File: config.mk
export PLATFORM = sky130hd
export DESIGN_NAME = eth_tx_arbiter
export DESIGN_NICKNAME = d
export VERILOG_FILES = /design/src/rtl/eth_tx_arbiter.sv
export SDC_FILE = /design/constraint.sdc
export NUM_CORES = 1
export LEC_CHECK = 0
export BUFFER_PORTS_ARGS = -buffer_cell sky130_fd_sc_hd__buf_2
export CORE_MARGIN = 10
export CORE_UTILIZATION = 49
export CTS_CLUSTER_DIAMETER = 150
export DETAILED_ROUTE_END_ITERATION = 8
export PLACE_DENSITY_LB_ADDON = 0.05
export SETUP_SLACK_MARGIN = 0.2
export SYNTH_ARGS = -nofsm -noshare
export SYNTH_HDL_FRONTEND = slang
export SYNTH_SLANG_ARGS = --single-unit
File: constraint.sdc
create_clock -name clk -period 2.8 [get_ports clk]
set_input_delay 0.84 -clock clk [delete_from_list [all_inputs] [get_ports clk]]
set_output_delay 0.84 -clock clk [all_outputs]
set_load 0.01 [all_outputs]
File: src/rtl/eth_tx_arbiter.sv
// eth_tx_arbiter
// Shares one TX frame BRAM and one transmitter between NUM_REQ frame
// producers. A round-robin winner owns the BRAM write port until it signals
// load_done. Its frame length is then handed to the transmit block as a
// one-entry descriptor. A stuck client loses the grant after TIMEOUT cycles.

module eth_tx_arbiter #(
    parameter int NUM_REQ = 4,
    parameter int LEN_W   = 16,
    parameter int TIMEOUT = 1023
) (
    input  logic                     clk,
    input  logic                     reset,
    input  logic [NUM_REQ-1:0]       req,
    input  logic [NUM_REQ*LEN_W-1:0] req_len,
    input  logic [NUM_REQ-1:0]       load_done,
    input  logic                     send_data_re,
    input  logic                     tx_en,
    output logic [NUM_REQ-1:0]       grant,
    output logic                     send_data_empty,
    output logic [LEN_W-1:0]         tx_len,
    output logic                     busy,
    output logic [7:0]               timeout_cnt
);

    localparam int IDX_W = (NUM_REQ > 1) ? $clog2(NUM_REQ) : 1;
    localparam int TO_W  = (TIMEOUT > 1) ? $clog2(TIMEOUT + 1) : 1;

    localparam logic [IDX_W-1:0] LAST_IDX = IDX_W'(NUM_REQ - 1);
    // The counter starts at 0 in the first GRANT cycle, so the grant is
    // revoked on the edge where the counter would reach TIMEOUT.
    localparam logic [TO_W-1:0]  TO_LAST  = TO_W'(TIMEOUT - 1);

    typedef enum logic [2:0] {
        S_IDLE,
        S_GRANT,
        S_ISSUE,
        S_WAIT_START,
        S_WAIT_DONE
    } state_t;

    state_t             r_state;
    logic [IDX_W-1:0]   r_lastWinner;
    logic [IDX_W-1:0]   r_owner;
    logic [TO_W-1:0]    r_toCount;
    logic [NUM_REQ-1:0] r_grant;
    logic               r_sendEmpty;
    logic [LEN_W-1:0]   r_txLen;
    logic               r_busy;
    logic [7:0]         r_timeoutCnt;

    logic               w_found;
    logic [IDX_W-1:0]   w_winner;
    logic               w_ownerDone;
    logic [LEN_W-1:0]   w_ownerLen;

    // Round-robin search starting just after the last served client.
    always_comb begin : rrSearch
        int idx;
        idx      = 0;
        w_found  = 1'b0;
        w_winner = '0;
        for (int k = 1; k <= NUM_REQ; k++) begin
            idx = int'(r_lastWinner) + k;
            if (idx >= NUM_REQ) begin
                idx = idx - NUM_REQ;
            end
            if (!w_found && req[IDX_W'(idx)]) begin
                w_found  = 1'b1;
                w_winner = IDX_W'(idx);
            end
        end
    end

    // Completion strobe and frame length of the current owner only.
    always_comb begin
        w_ownerDone = load_done[r_owner];
        w_ownerLen  = req_len[r_owner*LEN_W +: LEN_W];
    end

    // Arbitration and descriptor hand-off state machine with registered outputs.
    always_ff @(posedge clk) begin
        if (reset) begin
            r_state      <= S_IDLE;
            r_grant      <= '0;
            r_sendEmpty  <= 1'b1;
            r_txLen      <= '0;
            r_busy       <= 1'b0;
            r_timeoutCnt <= '0;
            r_lastWinner <= LAST_IDX;
            r_owner      <= '0;
            r_toCount    <= '0;
        end else begin
            case (r_state)
                S_IDLE: begin
                    if (w_found) begin
                        r_owner   <= w_winner;
                        r_grant   <= NUM_REQ'(1) << w_winner;
                        r_toCount <= '0;
                        r_busy    <= 1'b1;
                        r_state   <= S_GRANT;
                    end
                end

                S_GRANT: begin
                    // Completion wins over a timeout landing on the same edge.
                    if (w_ownerDone) begin
                        r_txLen     <= w_ownerLen;
                        r_grant     <= '0;
                        r_sendEmpty <= 1'b0;
                        r_state     <= S_ISSUE;
                    end else if (r_toCount == TO_LAST) begin
                        r_grant      <= '0;
                        if (r_timeoutCnt != 8'hFF) begin
                            r_timeoutCnt <= r_timeoutCnt + 8'd1;
                        end
                        r_lastWinner <= r_owner;
                        r_busy       <= 1'b0;
                        r_state      <= S_IDLE;
                    end else begin
                        r_toCount <= r_toCount + TO_W'(1);
                    end
                end

                S_ISSUE: begin
                    // The descriptor is already visible here, so an early
                    // pop is accepted rather than lost.
                    if (send_data_re) begin
                        r_sendEmpty <= 1'b1;
                        r_state     <= S_WAIT_DONE;
                    end else begin
                        r_state     <= S_WAIT_START;
                    end
                end

                S_WAIT_START: begin
                    if (send_data_re) begin
                        r_sendEmpty <= 1'b1;
                        r_state     <= S_WAIT_DONE;
                    end
                end

                S_WAIT_DONE: begin
                    if (!tx_en) begin
                        r_lastWinner <= r_owner;
                        r_busy       <= 1'b0;
                        r_state      <= S_IDLE;
                    end
                end

                default: begin
                    r_state     <= S_IDLE;
                    r_grant     <= '0;
                    r_sendEmpty <= 1'b1;
                    r_busy      <= 1'b0;
                end
            endcase
        end
    end

    assign grant           = r_grant;
    assign send_data_empty = r_sendEmpty;
    assign tx_len          = r_txLen;
    assign busy            = r_busy;
    assign timeout_cnt     = r_timeoutCnt;

endmodule

# Word-level counts from Yosys, hierarchy flattened

Index checks and enable logic that the tools add are counted.

Bits in registers: 47
Latch bits: 0
RAM bits: 0
Memory bits (read-only): 0
Input port bits: 76
Output and inout port bits: 30
Logic and storage cells: 123
Memories kept: 0

$add $sub $neg: 10
Multiply operators: 0
Div/mod/pow operators: 0
Magnitude comparators: 9
Eq/ne operators: 15
Shifts and indexed selects: 2
Mux-type cells: 53
Bitwise gates (word level): 4
Reductions and logical operators: 21

Operator list:

| kind                                                        | count |
|---|---|
| variable part select 64 x 7 -> 16 bit                       | 1 |
| two-way mux 10 bit                                          | 3 |
| two-way mux 2 bit                                           | 11 |
| one-hot mux 10 bit (2 select lines)                         | 1 |
| two-way mux 1 bit                                           | 19 |
| two-way mux 3 bit                                           | 6 |
| less-than comparator 2 x 4 -> 1 bit (second input constant) | 4 |
| AND reduction 4 bit                                         | 4 |
| one-hot mux 3 bit (5 select lines)                          | 1 |
| inequality test 2 bit (second input constant)               | 7 |
| two-way mux 4 bit                                           | 3 |
| one-hot mux 4 bit (3 select lines)                          | 1 |
| adder 10 x 1 -> 10 bit (second input constant)              | 1 |
| binary-select mux 1 bit (select 2 bit)                      | 5 |
| equality test 10 bit (second input constant)                | 1 |
| >= comparator 3 bit (second input constant)                 | 3 |
| adder 8 x 1 -> 8 bit (second input constant)                | 1 |
| inequality test 8 bit (second input constant)               | 1 |
| subtractor 2 x 1 -> 2 bit (second input constant)           | 4 |
| adder 2 x 2 -> 3 bit (second input constant)                | 2 |
| equality test 3 x 2 -> 1 bit (second input constant)        | 2 |
| AND reduction 3 bit                                         | 2 |
| AND reduction 5 bit                                         | 1 |
| adder 2 x 3 -> 4 bit (second input constant)                | 1 |
| 19 further kinds                                            | 29 |

# Logic depth before layout (Yosys ltp)

Depth in word-level cells: 19
Mapped depth: 8
Gate-level depth less buffers: 6

# Worst setup path after synthesis

OpenSTA, ideal clock, no wires.

Path kind: input -> register
Start point: input load_done[3]
End point: register r_timeoutCnt[6], in the netlist timeout_cnt[6]
Library setup time: 0.121 ns
Arrival: 2.385 ns
Required time: 2.679 ns
Slack: 0.294 ns
Stages on the path: 5
Cell sequence: mux4_2 > or2_4 > buf_6 > nor4_1 > mux2_2

Cells in the longest elaborated chain, start to end: 4

RTL lines:

| item                                    | line | RTL |
|---|---|---|
| start: declaration                      | 16   | `input logic [NUM_REQ-1:0] load_done,` |
| binary-select mux 1 bit (select 2 bit)  | 77   | `w_ownerDone = load_done[r_owner];` |
| two-way mux 1 bit (implied by the code) | 77   |  |
| NOT 1 bit (no source line)              | --   |  |
| AND reduction 4 bit (no source line)    | --   |  |
| end signal: assignment                  | 115  | `r_timeoutCnt <= r_timeoutCnt + 8'd1;` |
| end: declaration                        | 50   | `logic [7:0] r_timeoutCnt;` |

Every way passes these cells. The select of a mux whose other input is x is not followed.
A chain may end at the register's enable or synchronous reset.

# Worst setup path after layout

Start point: input load_done[3]
End point: register r_toCount[3]

Cells in the longest elaborated chain, start to end: 4

RTL lines:

| item                                    | line | RTL |
|---|---|---|
| binary-select mux 1 bit (select 2 bit)  | 77   |  |
| two-way mux 1 bit (implied by the code) | 77   |  |
| inequality test 2 bit (no source line)  | --   |  |
| AND reduction 4 bit (no source line)    | --   |  |
| end signal: assignment                  | 121  | `r_toCount <= r_toCount + TO_W'(1);` |
| end: declaration                        | 45   | `logic [TO_W-1:0] r_toCount;` |

Every way passes these cells. The select of a mux whose other input is x is not followed.

==> results.cfg <==
[detailed_routing]
routed_wl_mm = 7.50
drt_iter0_drc = 113
dr.pass1.iters = 4
drt-vias-per-instance = 5.71
vias = 2653
drc_errors = 0
wire_per_inst_um = 16.1
detail-route-antenna-nets = 0

[timing]
worst_pin_slew_ns = 1.05
fin_crit_ns = 2.40
slew_headroom_pct = 30.0
final.setup.tns_ns = 0
rsz0062_at_grt = no
fin_crit_sh_pct = 85.8
final-max-slew-violation-count = 0
final_hold_viol_count = 0
setup_viol = 0
fmax_mhz = 416
finalClockSkew_ns = 0.00991

[cts]
clk_pin_slew_worst_paths_ns = 0.08
ctsHoldBuffers = 0
cts_tree = built
cts_buffers = 5
post-cts-setup-buffers = 0
ctsHtreeMaxLevel = 2
clk_latency_ns = 0.30
cts_max_path_buffers = 2
clkSinkCount = 47
clockRootBuffer = clkbuf_8
postCtsResizedCells = 0

[placed_design]
io_buffer_count = 105
place_area_mm2 = 0.00326
place.gp.congestion = 0.771
hpwl_mm = 5.75
place_inst = 457

[global_routing]
gr-max-usage-layer = met2
grt_overflow_total = 0
grt_pass1_wl_mm = 11.9
grt_start_max_net_pins = 29
gr-usage-met3_pct = 7.03
grt_util_met2_pct = 26.7
globalRouteMet1Util_pct = 19.4
grt_pass1_vias = 2525
grt.total_usage_pct = 16.3
antenna_found_initial = 0

[yosys]
async_reset_ff_share_pct = 0
ys.warnings.count = 0
yosys.area.top_type = dfxtp_1
synth_cell_types = 48
synth_area_mm2 = 0.00268
yosysMostFrequentCell = dfxtp_1
synth_top_area_share_pct = 35.1
syn_nets = 374
synth.area.top_cells = dfxtp_1, mux4_2, a21oi_1
synth_ff_type = dfxtp_1
synth_edf_count = 0
synthCells = 295
avgSynthCellArea_um2 = 9.09
synth_seq_cells = 47
ys_seq_area_share_pct = 35.1
synth_common_cells = dfxtp_1, nand2_1, a21oi_1, clkbuf_1, or4_1

[power]
clockPowerShare_pct = 25.2
ir_worst_vdd_mv = 0.390
power.total_w = 0.00156
pwr-share-seq_pct = 47.3
p_per_area_mw_per_mm2 = 469
p_switching_w = 0.000474
intPower_w = 0.00109
p_comb_share_pct = 27.5
leakagePower_nw = 1.36
netSwitchingFraction_pct = 30.3

[die]
core-area_mm2 = 0.00520
row_count = 26
initial_core_util_pct = 51.5
die-area_mm2 = 0.00883
ioPinCount = 106
die_h_um = 94.0
die_x_um = 94.0

[run_status]
status = completed

[setup_path]
cp-start-kind = input pin
path_max_fanout = 16
crit_type = in2reg
worstPathRequired_ns = 3.03
cp_data_arrival_time_ns = 2.64
cp-end-kind = register

[cells_and_area]
final_layout_size_suffix_gt1_share_pct = 34.7
insertedDiodeCount = 0
stdcell_count = 465
final_cell_area_mm2 = 0.00334
utilization_pct = 64.1
final_nets = 473
area_growth_pct = 24.4

[min_path]
hold_path.class = reg2reg

[flow_run]
maxCapViolations = 0
-- through the flow --
step | setup WS (ns) | hold WS (ns)
after floorplan | 0.294 | 0.452
after global placement | 0.146 | 0.437
after detailed placement | 0.0886 | 0.446
after CTS | 0.405 | 0.457
after global routing | 0.260 | 0.478
final | 0.398 | 0.456
-- registers in the layout, indices dropped and copies added (netlist names) --
name,cells
r_owner,2
tx_len,16
send_data_empty,1
busy,1
r_toCount,10
timeout_cnt,8
r_state,3
r_lastWinner,2
grant,4
-- cell families (layout without fill, tap and decap cells) --
group                    count (synthesis)  in the layout  share of synthesized area (%)
AND/OR/NAND/NOR                        119            119                           23.8
AO/OA/AOI/OAI                           74             74                           17.7
flip-flops                              47             47                           35.1
buffers and inverters                   30            130                           4.80
multiplexers                            22             22                           17.3
adder cells (fa/ha/maj)                  3              3                           1.40
-- routing by layer --
metal	wire, um	vias to the layer above
met3	626	5
met5	0	-
li1	-	1323
met4	47	0
met2	3680	72
met1	3150	1253
-- final cells by class --
type	instances	area (um2)
Multi-Input combinational cell	218	1610
Tap cell	70	87.6
Fill cell	481	1870
Timing Repair Buffer	112	578
Sequential cell	47	941
Clock buffer	7	76.3
Clock inverter	1	5.00
Inverter	10	37.5
-- power by group through the flow --
stage               sequential, W  combinational, W  clock [W]
floorplan                0.000764          0.000279          0
global placement         0.000754          0.000423          0
detailed placement       0.000755          0.000431          0
CTS                      0.000740          0.000434   0.000406
global route             0.000745          0.000477   0.000440
finish                   0.000740          0.000430   0.000395
-- path summary, 6_finish.rpt --
kind | slack, ns | from | cells past startpoint | end
setup reg to reg | 0.60 | r_owner[0]$_SDFFE_PP0P_ | 4 | r_toCount[3]$_SDFFE_PP0P_
hold reg to reg | 0.46 | tx_len[11]$_SDFFE_PP0P_ | 2 | tx_len[11]$_SDFFE_PP0P_
setup / recovery | 0.40 | load_done[3] | 5 | r_toCount[3]$_SDFFE_PP0P_
hold / removal | 0.46 | tx_len[11]$_SDFFE_PP0P_ | 2 | tx_len[11]$_SDFFE_PP0P_
-- placed cells by master (no fill, tap or decap), types with 2 or more instances in the layout --
cell	n
nand2b_1	5
mux2i_1	2
mux4_2	10
buf_4	7
clkbuf_8	5
dfxtp_1	47
o211ai_1	3
mux2_2	3
or3_1	4
clkbuf_1	2
o31ai_1	12
a211oi_1	3
o2111ai_1	3
buf_2	105
nand2_1	41
nor2_1	13
nand4_1	5
a21oi_1	37
ha_1	3
nand3_1	9
nor2b_1	5
and2_1	2
or4_1	14
inv_1	10
mux4_1	7
nor3_1	4
nor4_1	4
or2_2	2
and3_1	3
o32ai_1	4
o21ai_0	3
-- worst max-delay path: stages --
cell and delay, ns:
buf_2 0.09, mux4_2 0.55, a211o_1 0.45, or4_1 0.55, a21oi_1 0.14
(Power assumes the default switching activity.)
